**config.mk**
```make
export PLATFORM = sky130hd
export DESIGN_NAME = unified_mem_arbiter_flat
export DESIGN_NICKNAME = d
export VERILOG_FILES = /design/src/rtl/unified_mem_arbiter_pkg.sv /design/src/rtl/unified_mem_arbiter_if.sv /design/src/rtl/arb_starve_ctr.sv /design/src/rtl/unified_mem_arbiter.sv /design/src/flat_wrapper.sv
export SDC_FILE = /design/constraint.sdc
export NUM_CORES = 1
export LEC_CHECK = 0
export BUFFER_PORTS_ARGS = -buffer_cell sky130_fd_sc_hd__buf_2
export CAP_MARGIN = 20
export CORE_AREA = 3 3 73 75
export DETAILED_ROUTE_END_ITERATION = 10
export DIE_AREA = 0 0 76 78
export PLACE_DENSITY_LB_ADDON = 0.08
export RECOVER_POWER = 50
export SLEW_MARGIN = 40
export SYNTH_ARGS = -nofsm -noshare
export SYNTH_HDL_FRONTEND = slang
export SYNTH_SLANG_ARGS = --single-unit
```
**constraint.sdc**
```tcl
create_clock -name clk -period 2 [get_ports clk]
set_input_delay 0.1 -clock clk [delete_from_list [all_inputs] [get_ports clk]]
set_output_delay 0.1 -clock clk [all_outputs]
set_load 0.005 [all_outputs]
```
**src/rtl/unified_mem_arbiter_pkg.sv**
```systemverilog
// Shared types for the unified memory arbiter: response owner encoding and starvation counter width.
// Pure declarations; no latency or backpressure of its own.
package mem_arb_pkg;

   typedef enum logic [1:0] {
      OWN_NONE = 2'd0,
      OWN_IF   = 2'd1,
      OWN_D_RD = 2'd2,
      OWN_D_WR = 2'd3
   } owner_t;

   localparam int STARVE_W = 4;

endpackage

```
**src/rtl/unified_mem_arbiter_if.sv**
```systemverilog
// Bundles the fetch port, the load/store port and the memory macro port of the arbiter.
// slave = arbiter side; master = pipeline stages plus memory macro side.
interface unified_mem_arbiter_if #(
   parameter int ADDR_W = 8,
   parameter int DATA_W = 32
);
   logic              if_req;
   logic [ADDR_W-1:0] if_addr;
   logic              if_stall;
   logic              if_valid;
   logic [DATA_W-1:0] if_rdata;

   logic              d_req;
   logic              d_we;
   logic [ADDR_W-1:0] d_addr;
   logic [DATA_W-1:0] d_wdata;
   logic              d_stall;
   logic              d_valid;
   logic [DATA_W-1:0] d_rdata;

   logic              mem_en;
   logic              mem_we;
   logic [ADDR_W-3:0] mem_addr;
   logic [DATA_W-1:0] mem_wdata;
   logic [DATA_W-1:0] mem_rdata;

   modport slave (
      input  if_req, if_addr, d_req, d_we, d_addr, d_wdata, mem_rdata,
      output if_stall, if_valid, if_rdata, d_stall, d_valid, d_rdata,
             mem_en, mem_we, mem_addr, mem_wdata
   );

   modport master (
      output if_req, if_addr, d_req, d_we, d_addr, d_wdata, mem_rdata,
      input  if_stall, if_valid, if_rdata, d_stall, d_valid, d_rdata,
             mem_en, mem_we, mem_addr, mem_wdata
   );
endinterface

```
**src/rtl/arb_starve_ctr.sv**
```systemverilog
// Saturating count of consecutive conflicts lost by fetch; clear has priority over increment.
// One-cycle update latency; at_max is combinational from the current count.
module arb_starve_ctr
   import mem_arb_pkg::*;
#(
   parameter int MAX = 3
) (
   input  logic                clk,
   input  logic                rst,
   input  logic                inc,
   input  logic                clr,
   output logic [STARVE_W-1:0] cnt,
   output logic                at_max
);

   localparam logic [STARVE_W-1:0] MAX_V = STARVE_W'(MAX);

   assign at_max = (cnt == MAX_V);

   always_ff @(posedge clk or posedge rst) begin
      if (rst) begin
         cnt <= '0;
      end else if (clr) begin
         cnt <= '0;
      end else if (inc && !at_max) begin
         cnt <= cnt + 1'b1;
      end
   end

endmodule

```
**src/rtl/unified_mem_arbiter.sv**
```systemverilog
// Shares one single-ported memory between fetch and load/store: one issue per cycle, response next cycle.
// Loser gets a same-cycle combinational stall; data wins conflicts until fetch has lost STARVE_MAX in a row.
module unified_mem_arbiter
   import mem_arb_pkg::*;
#(
   parameter int ADDR_W     = 8,
   parameter int DATA_W     = 32,
   parameter int STARVE_MAX = 3
) (
   input  logic                  clk,
   input  logic                  rst,
   unified_mem_arbiter_if.slave  bus
);

   logic                if_grant;
   logic                d_grant;
   logic                starve_at_max;
   logic [STARVE_W-1:0] starve_cnt;
   owner_t              owner;
   owner_t              owner_nxt;

   // Reset also blocks grants so nothing is issued while rst is high.
   assign if_grant = !rst && bus.if_req && (!bus.d_req || starve_at_max);
   assign d_grant  = !rst && bus.d_req && !if_grant;

   assign bus.if_stall = bus.if_req && !if_grant;
   assign bus.d_stall  = bus.d_req && !d_grant;

   arb_starve_ctr #(
      .MAX (STARVE_MAX)
   ) u_ctr (
      .clk    (clk),
      .rst    (rst),
      .inc    (bus.if_req && d_grant),
      .clr    (if_grant || !bus.if_req),
      .cnt    (starve_cnt),
      .at_max (starve_at_max)
   );

   always_comb begin
      bus.mem_en    = 1'b0;
      bus.mem_we    = 1'b0;
      bus.mem_addr  = '0;
      bus.mem_wdata = '0;
      owner_nxt     = OWN_NONE;
      if (if_grant) begin
         bus.mem_en   = 1'b1;
         bus.mem_addr = bus.if_addr[ADDR_W-1:2];
         owner_nxt    = OWN_IF;
      end else if (d_grant) begin
         bus.mem_en   = 1'b1;
         bus.mem_we   = bus.d_we;
         bus.mem_addr = bus.d_addr[ADDR_W-1:2];
         if (bus.d_we) begin
            bus.mem_wdata = bus.d_wdata;
            owner_nxt     = OWN_D_WR;
         end else begin
            owner_nxt     = OWN_D_RD;
         end
      end
   end

   always_ff @(posedge clk or posedge rst) begin
      if (rst) begin
         owner <= OWN_NONE;
      end else begin
         owner <= owner_nxt;
      end
   end

   // Store acknowledges carry no data, so d_rdata stays zero for OWN_D_WR.
   assign bus.if_valid = (owner == OWN_IF);
   assign bus.if_rdata = (owner == OWN_IF) ? bus.mem_rdata : '0;
   assign bus.d_valid  = (owner == OWN_D_RD) || (owner == OWN_D_WR);
   assign bus.d_rdata  = (owner == OWN_D_RD) ? bus.mem_rdata : '0;

endmodule

```
**src/flat_wrapper.sv**
```systemverilog
// flat-port wrapper written by rule: the top's interface ports become plain ports
module unified_mem_arbiter_flat import mem_arb_pkg::*;
#(
   parameter int ADDR_W     = 8,
   parameter int DATA_W     = 32,
   parameter int STARVE_MAX = 3
)
  (clk, rst, bus_if_req, bus_if_addr, bus_d_req, bus_d_we, bus_d_addr, bus_d_wdata, bus_mem_rdata, bus_if_stall, bus_if_valid, bus_if_rdata, bus_d_stall, bus_d_valid, bus_d_rdata, bus_mem_en, bus_mem_we, bus_mem_addr, bus_mem_wdata);
  unified_mem_arbiter_if #(.ADDR_W(ADDR_W), .DATA_W(DATA_W)) bus_i ();
  input  logic clk;
  input  logic rst;
  input wire logic [$bits(bus_i.if_req)-1:0] bus_if_req;
  input wire logic [$bits(bus_i.if_addr)-1:0] bus_if_addr;
  input wire logic [$bits(bus_i.d_req)-1:0] bus_d_req;
  input wire logic [$bits(bus_i.d_we)-1:0] bus_d_we;
  input wire logic [$bits(bus_i.d_addr)-1:0] bus_d_addr;
  input wire logic [$bits(bus_i.d_wdata)-1:0] bus_d_wdata;
  input wire logic [$bits(bus_i.mem_rdata)-1:0] bus_mem_rdata;
  output wire logic [$bits(bus_i.if_stall)-1:0] bus_if_stall;
  output wire logic [$bits(bus_i.if_valid)-1:0] bus_if_valid;
  output wire logic [$bits(bus_i.if_rdata)-1:0] bus_if_rdata;
  output wire logic [$bits(bus_i.d_stall)-1:0] bus_d_stall;
  output wire logic [$bits(bus_i.d_valid)-1:0] bus_d_valid;
  output wire logic [$bits(bus_i.d_rdata)-1:0] bus_d_rdata;
  output wire logic [$bits(bus_i.mem_en)-1:0] bus_mem_en;
  output wire logic [$bits(bus_i.mem_we)-1:0] bus_mem_we;
  output wire logic [$bits(bus_i.mem_addr)-1:0] bus_mem_addr;
  output wire logic [$bits(bus_i.mem_wdata)-1:0] bus_mem_wdata;
  assign bus_i.if_req = bus_if_req;
  assign bus_i.if_addr = bus_if_addr;
  assign bus_i.d_req = bus_d_req;
  assign bus_i.d_we = bus_d_we;
  assign bus_i.d_addr = bus_d_addr;
  assign bus_i.d_wdata = bus_d_wdata;
  assign bus_i.mem_rdata = bus_mem_rdata;
  assign bus_if_stall = bus_i.if_stall;
  assign bus_if_valid = bus_i.if_valid;
  assign bus_if_rdata = bus_i.if_rdata;
  assign bus_d_stall = bus_i.d_stall;
  assign bus_d_valid = bus_i.d_valid;
  assign bus_d_rdata = bus_i.d_rdata;
  assign bus_mem_en = bus_i.mem_en;
  assign bus_mem_we = bus_i.mem_we;
  assign bus_mem_addr = bus_i.mem_addr;
  assign bus_mem_wdata = bus_i.mem_wdata;
  unified_mem_arbiter #(.ADDR_W(ADDR_W), .DATA_W(DATA_W), .STARVE_MAX(STARVE_MAX)) u_core (.clk(clk), .rst(rst), .bus(bus_i));
endmodule
```
==> reports/qor_table.md <==
| Item | This run | Unit |
|:---|:---|:---|
| Maximum number of pins on one net before global-route repair | 34 | - |
| Initial antenna violation count | 0 | - |
| Post-synth EDFFs | 0 | - |
| Count of yosys warnings during synthesis | 0 | - |
| Final cell count without fillers | 407 | - |
| Net Switching | 0.000178 | W |
| Arrival @ worst endpoint | 1.79 | ns |
| Post-route antenna net violation count | 0 | - |
| Post-route core utilization | 0.459 | - |
| Row Count | 25 | - |
| Fraction of registers with async set/reset | 1.00 | - |
| Biggest area consumer among synthesized cells | sky130_fd_sc_hd__and2_1 | - |
| First-pass GRT wire length | 7.51 | mm |
| Syn Nets | 239 | - |
| CTS Buf Count | 3 | - |
| Die area | 0.00593 | mm² |
| Die Width | 76 | µm |
| TritonCTS clock tree | built | - |
| Proportion of power drawn by the clock network | 0.298 | - |
| Clock tree sinks | 6 | - |
| # IOs | 193 | - |
| Slew headroom | 0.666 | - |
| Crit Path Class | reg2out | - |
| Height of the die | 78 | µm |
| Critical path endpoint category | output pin | - |
| Mean number of vias per cell | 4.11 | - |
| Pre-Repair DR Iteration Count | 4 | - |
| Initial Util | 0.227 | - |
| Final Instance Area | 0.00217 | mm² |
| Synthesis-stage register bit count | 6 | - |
| DRC violation total after the first TritonRoute iteration | 22 | - |
| Deepest clock path buffer count | 2 | - |
| Clock Skews | 0.00275 | ns |
| Share of total power in sequential cells | 0.217 | - |
| RSZ-0062 raised after global routing | false | - |
| Number of setup violations in the final report | 0 | - |
| Worst slew pin tran | 0.501 | ns |
| Final Net Count | 428 | - |
| Leakage power | 1.32 | nW |
| Mean cell area of the mapped netlist | 7.00 | µm² |
| WL/cell | 12.2 | µm |
| Internal power contribution | 0.000416 | W |
| Number of levels in the clock H-tree | 1 | - |
| Post-placement cell area | 0.00208 | mm² |
| Fin Hold WS | 0.220 | ns |
| Total Routing Usage GR | 0.153 | - |
| Final Hold Vio Count | 0 | - |
| Largest fanout of any net on the critical path | 8 | - |
| Worst Path Required | 1.90 | ns |
| Layout cells sized above 1 | 0.529 | - |
| Post-detail-place hpwl | 4.17 | mm |
| Area inside the core boundary | 0.00472 | mm² |
| Cell with the most instances after synthesis | sky130_fd_sc_hd__and2_1 | - |
| Worst IR drop on VDD | 0.143 | mV |
| Peak clock frequency supported by timing | 528 | MHz |
| Startpoint type of the worst setup path | flip-flop | - |
| Number of pins with negative max-slew slack in the final report | 0 | - |
| Worst reg2reg path startpoint | u_core.u_ctr.cnt[0]$_DFFE_PP0P_ | - |
| Launch point of the critical path | u_core.u_ctr.cnt[0]$_DFFE_PP0P_ | - |
| Switching part of the total power | 0.300 | - |
| Final weighted congestion of routability-driven global placement | 0.799 | - |
| Synthesis-to-layout area growth | 103 | % |
| Predominant post-synthesis flop cell | sky130_fd_sc_hd__dfrtp_1 | - |
| Run status | finished, final reports clean | - |
| Post-synth top area share | 0.561 | - |
| Diodes inserted | 0 | - |
| Synthesized area | 0.00107 | mm² |
| Path category of the worst min-delay check | in2reg | - |
| Share of the clock period used by the worst path after layout | 0.946 | - |
| Cell variety after synth | 24 | - |
| Power per standard cell area | 274 | mW/mm² |
| DP Cell Count | 400 | - |
| Max-cap check violation count | 0 | - |
| Share of synthesized area occupied by flip-flops and latches | 0.140 | - |
| Largest cells by area after synthesis | sky130_fd_sc_hd__and2_1 56%, sky130_fd_sc_hd__dfrtp_1 14%, sky130_fd_sc_hd__a22o_1 4.9%, sky130_fd_sc_hd__nor2b_1 2.9%, sky130_fd_sc_hd__clkbuf_1 2.5% | - |
| Latest clock arrival within the worst-skew pair | 0.22 | ns |
| Via count of the first global-routing pass | 1645 | - |
| Total Routed Length | 4.96 | mm |
| Final setup TNS | 0 | ns |
| Count of mapped cells out of synthesis | 153 | - |
| Worst-path clk slew | 0.04 | ns |
| Ranking of synthesized cells by instance count | 96 x sky130_fd_sc_hd__and2_1, 7 x sky130_fd_sc_hd__clkbuf_1, 6 x sky130_fd_sc_hd__a22o_1, 6 x sky130_fd_sc_hd__dfrtp_1 | - |
| Final critical delay including setup and external delays | 1.89 | ns |
| Total number of vias | 1672 | - |
| Portion of total power attributed to combinational logic | 0.485 | - |
| Clock root buffer | sky130_fd_sc_hd__clkbuf_8 | - |
| DRC Markers | 0 | - |
| Port Buf Inserts | 188 | - |
| Grt total ovfl | 0 | - |
| Source of the worst hold timing path | bus_d_req | - |
## final timing paths
path / slack [ns] / depth (start not counted) / end
setup / recovery: 0.11 / 7 / bus_mem_wdata[15]
hold / removal: 0.22 / 3 / u_core.u_ctr.cnt[2]$_DFFE_PP0P_
setup reg to reg: 0.53 / 4 / u_core.owner[0]$_DFF_PP0_
hold reg to reg: 0.53 / 1 / u_core.u_ctr.cnt[0]$_DFFE_PP0P_
max in group asynchronous: 1.34 / 3 / u_core.owner[1]$_DFF_PP0_
min in group asynchronous: 0.44 / 3 / u_core.u_ctr.cnt[0]$_DFFE_PP0P_
## timing repair
item / 4_1_cts / 5_1_grt
gates resized for setup: 0 / 5
hold buffers: 1 / 0
setup endpoints to repair: 0 / 38
buffers inserted: 0 / 1
endpoints found under the hold margin: 6 / 0
## cell type report
class	instances	area (µm²)
fill	504	2550
inverter	3	11.3
tap	67	83.8
timing repair buffer	195	1000
clock buffer	3	41.3
multi-input combinational	133	881
sequential	6	150
## power by group through the flow
stage | combinational (W) | clock (W) | sequential (W)
6_report | 0.000288 | 0.000177 | 0.000129
5_1_grt | 0.000327 | 0.000187 | 0.000130
4_1_cts | 0.000287 | 0.000178 | 0.000129
3_5_place_dp | 0.000285 | 0 | 0.000130
3_3_place_gp | 0.000284 | 0 | 0.000130
2_1_floorplan | 0.000111 | 0 | 0.000130
## flip-flops by register name, indices dropped and copies added (netlist names)
register          cells
u_core.u_ctr.cnt      4
u_core.owner          2
## per-stage QoR
stage	total power [W]	worst slack [ns]
after floorplan	0.000241	0.466
after global placement	0.000415	0.280
after detailed placement	0.000416	0.295
after CTS	0.000595	0.0488
after global routing	0.000643	0.00761
final	0.000595	0.107
## metal layers
metal | global-route usage | routed length (µm)
met5 | 0 | 0
met2 | 0.305 | 2730
met3 | 0.0452 | 503
met1 | 0.148 | 1660
met4 | 0.0507 | 62
## critical path: stages (launching register included)
cell,delay (ns)
sky130_fd_sc_hd__dfrtp_1,0.39
sky130_fd_sc_hd__ha_2,0.21
sky130_fd_sc_hd__nor3b_2,0.29
sky130_fd_sc_hd__a211oi_4,0.11
sky130_fd_sc_hd__buf_6,0.15
sky130_fd_sc_hd__clkbuf_16,0.15
sky130_fd_sc_hd__and2_1,0.14
sky130_fd_sc_hd__buf_2,0.13
## cells by family (layout without fill, tap and decap cells)
kind of cell,count (synthesis),count (layout),share of synthesized area
simple gates,118,118,0.683
compound gates,14,14,0.109
buf+inv,14,201,0.0561
flops,6,6,0.140
fa+ha+maj,1,1,0.0117
## layout by cell type, fill, tap and decap left out, types with 3 or more instances in the layout
master / n
sky130_fd_sc_hd__and2_1: 86
sky130_fd_sc_hd__nand3_1: 5
sky130_fd_sc_hd__a22o_1: 6
sky130_fd_sc_hd__dfrtp_1: 6
sky130_fd_sc_hd__clkbuf_1: 22
sky130_fd_sc_hd__and2_0: 10
sky130_fd_sc_hd__clkbuf_8: 3
sky130_fd_sc_hd__nor2b_1: 5
sky130_fd_sc_hd__inv_1: 3
sky130_fd_sc_hd__buf_2: 165
Note: power is estimated with default switching activity, not from simulation.
